--- config.mk ---
export PLATFORM = sky130hd
export DESIGN_NAME = spi_minion_adapter_mc
export DESIGN_NICKNAME = d
export VERILOG_FILES = /design/src/rtl/spi_minion_adapter_mc.sv
export SDC_FILE = /design/constraint.sdc
export NUM_CORES = 1
export LEC_CHECK = 0
export CAP_MARGIN = 0
export CORE_MARGIN = 5
export CORE_UTILIZATION = 54
export DETAILED_ROUTE_END_ITERATION = 8
export PLACE_DENSITY = 0.76
export SETUP_SLACK_MARGIN = 0.02
export SKIP_CTS_REPAIR_TIMING = 1
export SLEW_MARGIN = 10
export SYNTH_ARGS = -nofsm -noshare
export SYNTH_HDL_FRONTEND = slang
export SYNTH_SLANG_ARGS = --single-unit
--- constraint.sdc ---
create_clock -name clk -period 2.85 [get_ports clk]
set_input_delay 0.4275 -clock clk [delete_from_list [all_inputs] [get_ports clk]]
set_output_delay 0.4275 -clock clk [all_outputs]
set_load 0.05 [all_outputs]
--- src/rtl/spi_minion_adapter_mc.sv ---
// Multi-channel SPI minion adapter: routes SPI write frames into per-channel
// outbound queues and serves SPI read frames round-robin from per-channel
// inbound queues, tagging each popped entry with its source channel.
module spi_minion_adapter_mc #(
  parameter int unsigned pw          = 6,
  parameter int unsigned nchan       = 4,
  parameter int unsigned num_entries = 2,
  localparam int unsigned ca = (nchan > 1) ? $clog2(nchan) : 1,
  localparam int unsigned fw = ca + pw
) (
  input  logic                  clk,
  input  logic                  reset,
  input  logic                  push_en,
  input  logic                  push_msg_val_wrt,
  input  logic                  push_msg_val_rd,
  input  logic [fw-1:0]         push_msg_data,
  input  logic                  pull_en,
  output logic                  pull_msg_val,
  output logic                  pull_msg_spc,
  output logic [fw-1:0]         pull_msg_data,
  input  logic [nchan*pw-1:0]   recv_msg,
  input  logic [nchan-1:0]      recv_val,
  output logic [nchan-1:0]      recv_rdy,
  output logic [nchan*pw-1:0]   send_msg,
  output logic [nchan-1:0]      send_val,
  input  logic [nchan-1:0]      send_rdy,
  output logic [nchan-1:0]      parity,
  output logic [nchan-1:0]      ovf,
  output logic                  bad_addr
);

  localparam int unsigned ptr_w = (num_entries > 1) ? $clog2(num_entries) : 1;
  localparam int unsigned cnt_w = $clog2(num_entries) + 1;

  logic             wr;
  logic             rd;
  logic             chan_ok;
  logic             found;
  logic             pop;
  logic [ca-1:0]    chan;
  logic [ca-1:0]    grant;
  logic [ca-1:0]    scan_idx;
  logic [ca-1:0]    rr;
  logic [pw-1:0]    payload;
  logic [nchan-1:0] mc_full;
  logic [nchan-1:0] mc_empty;
  logic [nchan-1:0] mc_hit;
  logic [nchan-1:0] cm_full;
  logic [nchan-1:0] cm_empty;
  logic [nchan-1:0] spc_ok;
  logic [pw-1:0]    cm_head [nchan];

  function automatic logic [ptr_w-1:0] ptr_inc(input logic [ptr_w-1:0] p);
    return (p == ptr_w'(num_entries - 1)) ? '0 : p + 1'b1;
  endfunction

  assign wr      = push_en & push_msg_val_wrt;
  assign rd      = push_en & push_msg_val_rd & pull_en;
  assign chan    = push_msg_data[fw-1:pw];
  assign payload = push_msg_data[pw-1:0];
  assign chan_ok = (32'(chan) < nchan);

  for (genvar i = 0; i < nchan; i++) begin : g_chan
    logic [pw-1:0]    mc_mem [num_entries];
    logic [pw-1:0]    cm_mem [num_entries];
    logic [ptr_w-1:0] mc_wp, mc_rp, cm_wp, cm_rp;
    logic [cnt_w-1:0] mc_cnt, cm_cnt;
    logic             mc_enq, mc_deq, cm_enq, cm_deq;
    logic             ovf_q;

    assign mc_full[i]  = (mc_cnt == cnt_w'(num_entries));
    assign mc_empty[i] = (mc_cnt == '0);
    assign cm_full[i]  = (cm_cnt == cnt_w'(num_entries));
    assign cm_empty[i] = (cm_cnt == '0);

    assign mc_hit[i] = wr & chan_ok & (chan == ca'(i));
    assign mc_enq    = mc_hit[i] & ~mc_full[i];
    assign mc_deq    = ~mc_empty[i] & send_rdy[i];
    assign cm_enq    = recv_val[i] & ~cm_full[i];
    assign cm_deq    = pop & (grant == ca'(i));

    // A hit on channel i consumes one slot, so space must remain beyond it.
    assign spc_ok[i] = mc_hit[i] ? (mc_cnt < cnt_w'(num_entries - 1)) : ~mc_full[i];

    assign send_val[i]            = ~mc_empty[i];
    assign send_msg[i*pw +: pw]   = mc_empty[i] ? '0 : mc_mem[mc_rp];
    assign recv_rdy[i]            = ~cm_full[i];
    assign cm_head[i]             = cm_mem[cm_rp];
    assign parity[i]              = (^send_msg[i*pw +: pw]) & send_val[i];
    assign ovf[i]                 = ovf_q;

    // Outbound queue pointers and occupancy.
    always_ff @(posedge clk or negedge reset) begin
      if (!reset) begin
        mc_wp  <= '0;
        mc_rp  <= '0;
        mc_cnt <= '0;
      end else begin
        if (mc_enq) mc_wp <= ptr_inc(mc_wp);
        if (mc_deq) mc_rp <= ptr_inc(mc_rp);
        unique case ({mc_enq, mc_deq})
          2'b10:   mc_cnt <= mc_cnt + 1'b1;
          2'b01:   mc_cnt <= mc_cnt - 1'b1;
          default: ;
        endcase
      end
    end

    // Inbound queue pointers and occupancy.
    always_ff @(posedge clk or negedge reset) begin
      if (!reset) begin
        cm_wp  <= '0;
        cm_rp  <= '0;
        cm_cnt <= '0;
      end else begin
        if (cm_enq) cm_wp <= ptr_inc(cm_wp);
        if (cm_deq) cm_rp <= ptr_inc(cm_rp);
        unique case ({cm_enq, cm_deq})
          2'b10:   cm_cnt <= cm_cnt + 1'b1;
          2'b01:   cm_cnt <= cm_cnt - 1'b1;
          default: ;
        endcase
      end
    end

    // Queue storage; contents are only observable through non-empty heads.
    always_ff @(posedge clk) begin
      if (mc_enq) mc_mem[mc_wp] <= payload;
      if (cm_enq) cm_mem[cm_wp] <= recv_msg[i*pw +: pw];
    end

    // Sticky overflow: a write arrived while this channel's queue was full.
    always_ff @(posedge clk or negedge reset) begin
      if (!reset)                     ovf_q <= 1'b0;
      else if (mc_hit[i] & mc_full[i]) ovf_q <= 1'b1;
    end
  end

  // Round-robin scan from rr; walking backwards lets the nearest hit win.
  always_comb begin
    found    = 1'b0;
    grant    = '0;
    scan_idx = '0;
    for (int unsigned k = nchan; k > 0; k--) begin
      scan_idx = ca'((32'(rr) + k - 1) % nchan);
      if (!cm_empty[scan_idx]) begin
        found = 1'b1;
        grant = scan_idx;
      end
    end
  end

  assign pop           = rd & found;
  assign pull_msg_val  = pop;
  assign pull_msg_data = pop ? {grant, cm_head[grant]} : '0;
  assign pull_msg_spc  = &spc_ok;

  // Round-robin pointer advances past the granted channel on each pop.
  always_ff @(posedge clk or negedge reset) begin
    if (!reset)   rr <= '0;
    else if (pop) rr <= ca'((32'(grant) + 1) % nchan);
  end

  // Sticky bad-address flag for writes to non-existent channels.
  always_ff @(posedge clk or negedge reset) begin
    if (!reset)              bad_addr <= 1'b0;
    else if (wr && !chan_ok) bad_addr <= 1'b1;
  end

endmodule

==> results of run 1 <==
==> final timing paths <==
check                                                start                               to  slack (ps)  cells after the start
setup / recovery           g_chan[1].cm_cnt[0]$_DFFE_PN0P_                 pull_msg_data[2]          40                      7
hold / removal                                       reset      g_chan[1].cm_rp$_DFFE_PN0P_         130                      1
setup reg to reg           g_chan[1].cm_cnt[0]$_DFFE_PN0P_  g_chan[1].cm_cnt[1]$_DFFE_PN0P_         370                     10
hold reg to reg                g_chan[1].ovf_q$_DFFE_PN0P_      g_chan[1].ovf_q$_DFFE_PN0P_         460                      1
max in group asynchronous                            reset  g_chan[1].cm_cnt[0]$_DFFE_PN0P_        2120                      1
min in group clk               g_chan[1].ovf_q$_DFFE_PN0P_      g_chan[1].ovf_q$_DFFE_PN0P_         460                      1
==> routing by layer <==
layer | part of all wire | routed length, um
met4 | 0.014 | 175
met3 | 0.058 | 707
met5 | 0 | 0
met1 | 0.40 | 4920
met2 | 0.53 | 6470
==> registers in the layout, summed over array words and instances (netlist names) <==
register	count
g_chan.mc_cnt	8
g_chan.mc_wp	4
g_chan.cm_rp	4
g_chan.cm_cnt	8
g_chan.ovf_q	4
g_chan.cm_wp	4
rr	2
g_chan.mc_rp	4
g_chan.mc_mem	48
g_chan.cm_mem	48
==> critical path: cells and delay by family, from the launching register on <==
kind	cells	cell delay, ps
AOI/OAI and AO/OA	3	520
buffers and inverters	2	320
DFF	1	440
and+or+nand+nor	2	700
==> cell usage in the layout (no fill, tap or decap), types with 3 or more instances in the layout <==
master	synthesis	layout
xnor2_1	43	39
inv_1	20	20
clkbuf_16	0	17
mux2i_1	54	54
edfxtp_1	96	96
clkinv_4	0	4
a22o_1	6	6
dlymetal6s2s_1	0	5
clkdlybuf4s50_1	0	75
a21oi_1	10	8
nand2_1	11	11
buf_12	0	11
xor2_1	13	13
ha_1	16	16
o21bai_1	3	3
nand2b_1	6	6
buf_4	5	15
and3_1	5	5
nor2_2	1	6
bufinv_16	0	3
o21ai_0	5	5
nor2b_1	4	4
clkinvlp_4	0	3
nand3_1	8	8
xnor2_2	0	4
dfrtp_1	38	36
nor2_1	50	45
==> cell families (layout without fill, tap and decap cells) <==
kind of cell / count (synthesis) / count (layout) / share of synthesized area
flip-flops: 134 / 134 / 0.629
AO/OA/AOI/OAI: 35 / 35 / 0.0483
XOR/XNOR: 57 / 57 / 0.0832
buffers and inverters: 43 / 160 / 0.0333
other: 1 / 1 / 0.000615
adder cells (fa/ha/maj): 16 / 16 / 0.0329
AND/OR/NAND/NOR: 99 / 100 / 0.0840
multiplexers: 54 / 54 / 0.0887
==> final cells by class <==
cell class / instances / share of cell area
Tap cell: 140 / 0.0219
Clock buffer: 17 / 0.0532
Clock inverter: 15 / 0.0224
Inverter: 20 / 0.00939
Timing Repair Buffer: 108 / 0.146
Multi-Input combinational cell: 263 / 0.267
Sequential cell: 134 / 0.480
==> through the flow <==
step	cells	setup slack, ps	util	hold slack (ps)	setup TNS (ps)
after floorplan	439	-29.1	-	132	-29.1
after global placement	653	295	0.663	449	0
after detailed placement	653	248	0.663	456	0
after CTS	685	-53.9	0.719	164	-282
after global routing	697	-30.5	0.731	209	-79.5
final	697	37.6	0.731	133	0
==> metrics.md, run 1 <==
| Metric | Value |
|---|---|
| CP Launch Type | register |
| Placer Congestion | between 0.8 and 0.9 |
| Critical path class | reg -> out |
| #FFs+latches synth | 134 |
| Unrepaired setup endpoints after global routing | true |
| Synth warn | 0 |
| Root Buffer | clkbuf_16 |
| Synth Net Count | between 500 and 600 |
| Largest net degree at the start of global routing | 39 |
| Synth top area share | 0.473 |
| Port Buf Inserts | 95 |
| Core ar. | 10900 um^2 |
| CP required | roughly 2400 ps |
| CTS tree | built |
| Post-synth cell types | between 40 and 50 |
| GR Overflow Total | 0 |
| EDFF count, synth | 96 |
| Number of global-route vias before repair | around 3800 |
| Routed vias | between 3000 and 4000 |
| CP max-delay cell | or4_4 |
| Vias per cell | between 5 and 6 |
| Avg Cell Area, Syn | ~14 um^2 |
| Worst skew pair latency | between 400 and 500 ps |
| Initial drt markers | about 130 |
| GRT Total Usage | 0.188 |
| Slowest stage delay, CP | between 500 and 600 ps |
| Tcrit/Tclk final | 0.987 |
| Post-DP HPWL | 8880 um |
| Most common cell in the synthesized netlist | edfxtp_1 |
| Fmax | 356 MHz |
| Final setup vio count | 0 |
| M1 GR Usage | 0.215 |
| Commonest cells post-synth | edfxtp_1 (96), mux2i_1 (54), nor2_1 (50) |
| Slew Limit Fails | 0 |
| First-pass GRT wire length | about 19000 um |
| Htree depth | 4 |
| Status | finished, final reports clean |
| Fraction of layout cells with a size suffix above 1 | 0.160 |
| Final Critical Period | about 2800 ps |
| Drt total wl | ~12000 um |
| Ant diodes | 0 |
| Io pins | just under 100 |
| Max cap viols | 0 |
| Synth top area cells | edfxtp_1 (47%), dfrtp_1 (16%), mux2i_1 (8.9%) |
| P&R area growth vs syn | 31.2% |
| Gr busiest metal | met2 |
| Hold Path Class | in -> async |
| Yosys top cell by area | edfxtp_1 |
| CTS Sinks | around 130 |
| Dominant synthesized flop cell | edfxtp_1 |
| Critical path data arrival time | roughly 2400 ps |
| Final clock skew | slightly below 8 ps |
| Multi-input logic area | 2140 um^2 |
| DRT Pass-1 Iters | 4 |
| Slew HR | 0.415 |
| Slew @ Worst Pin | roughly 880 ps |
| Final Hold Vio Count | 0 |
| Cell area after layout | about 8000 um^2 |
| FFs w/ async S/R, synth | 0.284 |
| Fin nets | 606 |
| Dpl cell area | 7250 um^2 |
| Initial antenna violation count | 0 |
| Post-route ant nets | 0 |
| Register Area | around 3800 um^2 |
| Post-Synthesis Cells | 439 |
| Row count | 38 |
| Fill cells | a little under 700 |
| Post-Syn Area | approximately 6000 um^2 |
| CP endpoint kind | primary output |
| Full die area | ~14000 um^2 |
| Clock slew at reported path FFs | roughly 60 ps |
| Drt wl/cell | 17.6 um |
| CP Max Fanout | 8 |
| Met2 Use GR | 0.339 |
| Sequential share of the synthesized area | 0.629 |
| Die Ht | 116 um |
| Residual DRC | 0 |
| Starting Density | 0.557 |
| CTS buffer count | 17 |
| Clock Path Buffers | 2 |
| GRT met3 Usage | 0.0446 |
| Worst-path cell chain | or4_4 -> o2111ai_4 -> nand2_8 -> buf_8 -> a21oi_1 -> a22o_1 -> buf_12 |
| Die extent in x | between 100 and 150 um |
Power of run 1 is left out: the tool's default activity adds up to more than one toggle a clock period on the data nets, which glitch-free logic cannot reach.
==> run 2: changes to the inputs <==
clock period = 3.1 ns   (was 2.85 ns; I/O delays follow)
==> run 2 against run 1 <==
Effect of this change:
- first-iteration DRC count up 23%
- sequential share of layout area up 0.62 points
- core utilization down 0.97 points
- final cell count down 1.4%
- die area unchanged
- clock-buffer cell count up 4
- setup slack better by 61 ps
- critical path depth down 1
- largest cell class unchanged
- via count down 1.9%
- design area down 1.3%
==> metrics.md, run 2 (same netlist as run 1, synthesis figures left out) <==
| Metric | Value |
|---|---|
| Fraction of layout cells with a size suffix above 1 | 0.117 (-0.0428) |
| Unrepaired setup endpoints after global routing | false |
| Pwr dens | between 1000 and 1500 nW/um^2 |
| Die extent in x | 116 um (unchanged) |
| CP Launch Type | register |
| R2R Setup Slk | 580 ps (+210 ps) |
| Routed vias | 3574 (-1.9%) |
| Residual DRC | 0 (unchanged) |
| Tcrit/Tclk final | 0.968 |
| Worst skew pair latency | 410 ps (about the same) |
| Final Hold Vio Count | 0 (unchanged) |
| Max cap viols | 0 (unchanged) |
| Number of global-route vias before repair | 3918 (+3.0%) |
| Slew HR | 0.391 (-0.0248) |
| Final setup vio count | 0 (unchanged) |
| P_leak | 3.13 nW |
| CTS Sinks | 134 (unchanged) |
| CTS buffer count | 17 (unchanged) |
| Fmax | about 330 MHz |
| Commonest non-fill, non-tap cells in the layout | edfxtp_1 (96), clkdlybuf4s50_1 (80), mux2i_1 (53) |
| CP required | 2630 ps (+210 ps) |
| Htree depth | 4 (unchanged) |
| Port Buf Inserts | 95 (unchanged) |
| Final Critical Period | roughly 3000 ps |
| CTS tree | built |
| Slew Limit Fails | 0 (unchanged) |
| Critical path class | reg -> out |
| Drt total wl | 11900 um (-2.7%) |
| Placer Congestion | 0.781 (-3.0%) |
| Die Ht | 116 um (unchanged) |
| Starting Density | 0.557 (unchanged) |
| Status | finished, final reports clean |
| Most common cell after layout, fill and taps aside | edfxtp_1 |
| Initial antenna violation count | 0 (unchanged) |
| Clock slew at reported path FFs | 50 ps (about the same) |
| Cell count after placement | 653 (unchanged) |
| Final clock skew | 8.28 ps (+0.395 ps) |
| DRT Pass-1 Iters | 4 (unchanged) |
| GRT Total Usage | 0.194 (+0.00560) |
| P&R area growth vs syn | 29.4% |
| Drt wl/cell | 17.4 um (-1.3%) |
| Largest net degree at the start of global routing | 39 (unchanged) |
| Peak VDD IR | 1350 uV |
| Core ar. | 10900 um^2 (unchanged) |
| Vias per cell | 5.20 (-0.44%) |
| Multi-input logic area | 2100 um^2 (-1.6%) |
| Register Area | 3830 um^2 (about the same) |
| Hold Path Class | in -> async |
| Post-Layout Cell Count | 687 (-1.4%) |
| Full die area | 13500 um^2 (unchanged) |
| Post-DP HPWL | 8570 um (-3.5%) |
| Clock Path Buffers | 2 (unchanged) |
| Fill cells | 734 (+6.4%) |
| Io pins | 97 (unchanged) |
| GR Overflow Total | 0 (unchanged) |
| Fin nets | 596 (-1.7%) |
| Largest registers | g_chan.cm_mem x48, g_chan.mc_mem x48 |
| Final Total Pwr | 0.00997 W |
| Slew @ Worst Pin | 914 ps (+37.2 ps) |
| Initial drt markers | 157 (+23%) |
| Ant diodes | 0 (unchanged) |
| First-pass GRT wire length | 19500 um (+3.0%) |
| CP Max Fanout | 14 (+6) |
| CP endpoint kind | primary output |
| Core Util, Final | 0.721 (-0.00972) |
| Row count | 38 (unchanged) |
| Root Buffer | clkbuf_16 |
| Hold_ws | 180 ps (+47.2 ps) |
| Critical path data arrival time | 2540 ps (+160 ps) |
| Post-route ant nets | 0 (unchanged) |
==> run 2: cell types whose count changed in the layout (fill, tap and decap cells not counted), moves of 3 or more <==
cell / delta
nor2_1: +5
buf_4: -8
nor2_2: -5
clkinv_4: -4
dlymetal6s2s_1: -3
clkinv_1: +3
clkdlybuf4s50_1: +5
==> run 2: cell type report <==
cell class / count / share of cell area
Sequential cell: 134 / 0.486
Multi-Input combinational cell: 262 / 0.266
Timing Repair Buffer: 99 / 0.135
Clock buffer: 21 / 0.0584
Clock inverter: 11 / 0.0225
Tap cell: 140 / 0.0222
Inverter: 20 / 0.00952
==> run 2: path summary, 6_finish.rpt <==
kind,start,endpoint,cells after the start
hold reg to reg,g_chan[1].ovf_q$_DFFE_PN0P_,g_chan[1].ovf_q$_DFFE_PN0P_,1
setup reg to reg,g_chan[1].cm_cnt[1]$_DFFE_PN0P_,g_chan[3].cm_cnt[1]$_DFFE_PN0P_,8
min in group clk,g_chan[1].ovf_q$_DFFE_PN0P_,g_chan[1].ovf_q$_DFFE_PN0P_,1
max in group asynchronous,reset,g_chan[3].cm_cnt[0]$_DFFE_PN0P_,1
setup / recovery,g_chan[1].cm_cnt[1]$_DFFE_PN0P_,pull_msg_data[3],6
hold / removal,reset,g_chan[0].cm_wp$_DFFE_PN0P_,1
==> run 2: routing by layer <==
layer,track usage,wire [um],share of wire,vias up
met5,0,0,0,-
met4,0.0634,114,0.0096,0
met3,0.0617,789,0.066,9
met2,0.334,6110,0.51,99
met1,0.230,4930,0.41,1735
li1,-,-,-,1731
==> run 2: worst max-delay path, stage by stage (launching register included) <==
cell	delay [ps]
dfrtp_1	450
or4_4	600
o2111ai_4	210
nand2_8	170
mux2i_1	270
a22o_1	250
buf_12	150
==> run 2: where the power goes <==
part / leakage [nW] / switching, W / internal, W
Sequential: 1.33 / 0.000453 / 0.00238
Clock: 0.307 / 0.000713 / 0.00146
Combinational: 1.49 / 0.00297 / 0.00199
==> run 2: through the flow <==
step / setup TNS [ps] / setup slack (ps) / area (um^2)
global route: 0 / 17.3 / 7890
global placement: 0 / 386 / 7220
floorplan: 0 / 160 / 6130
CTS: -304 / -171 / 7860
finish: 0 / 98.2 / 7890
detailed placement: 0 / 286 / 7220
Note: power is estimated with default switching activity, not from simulation.
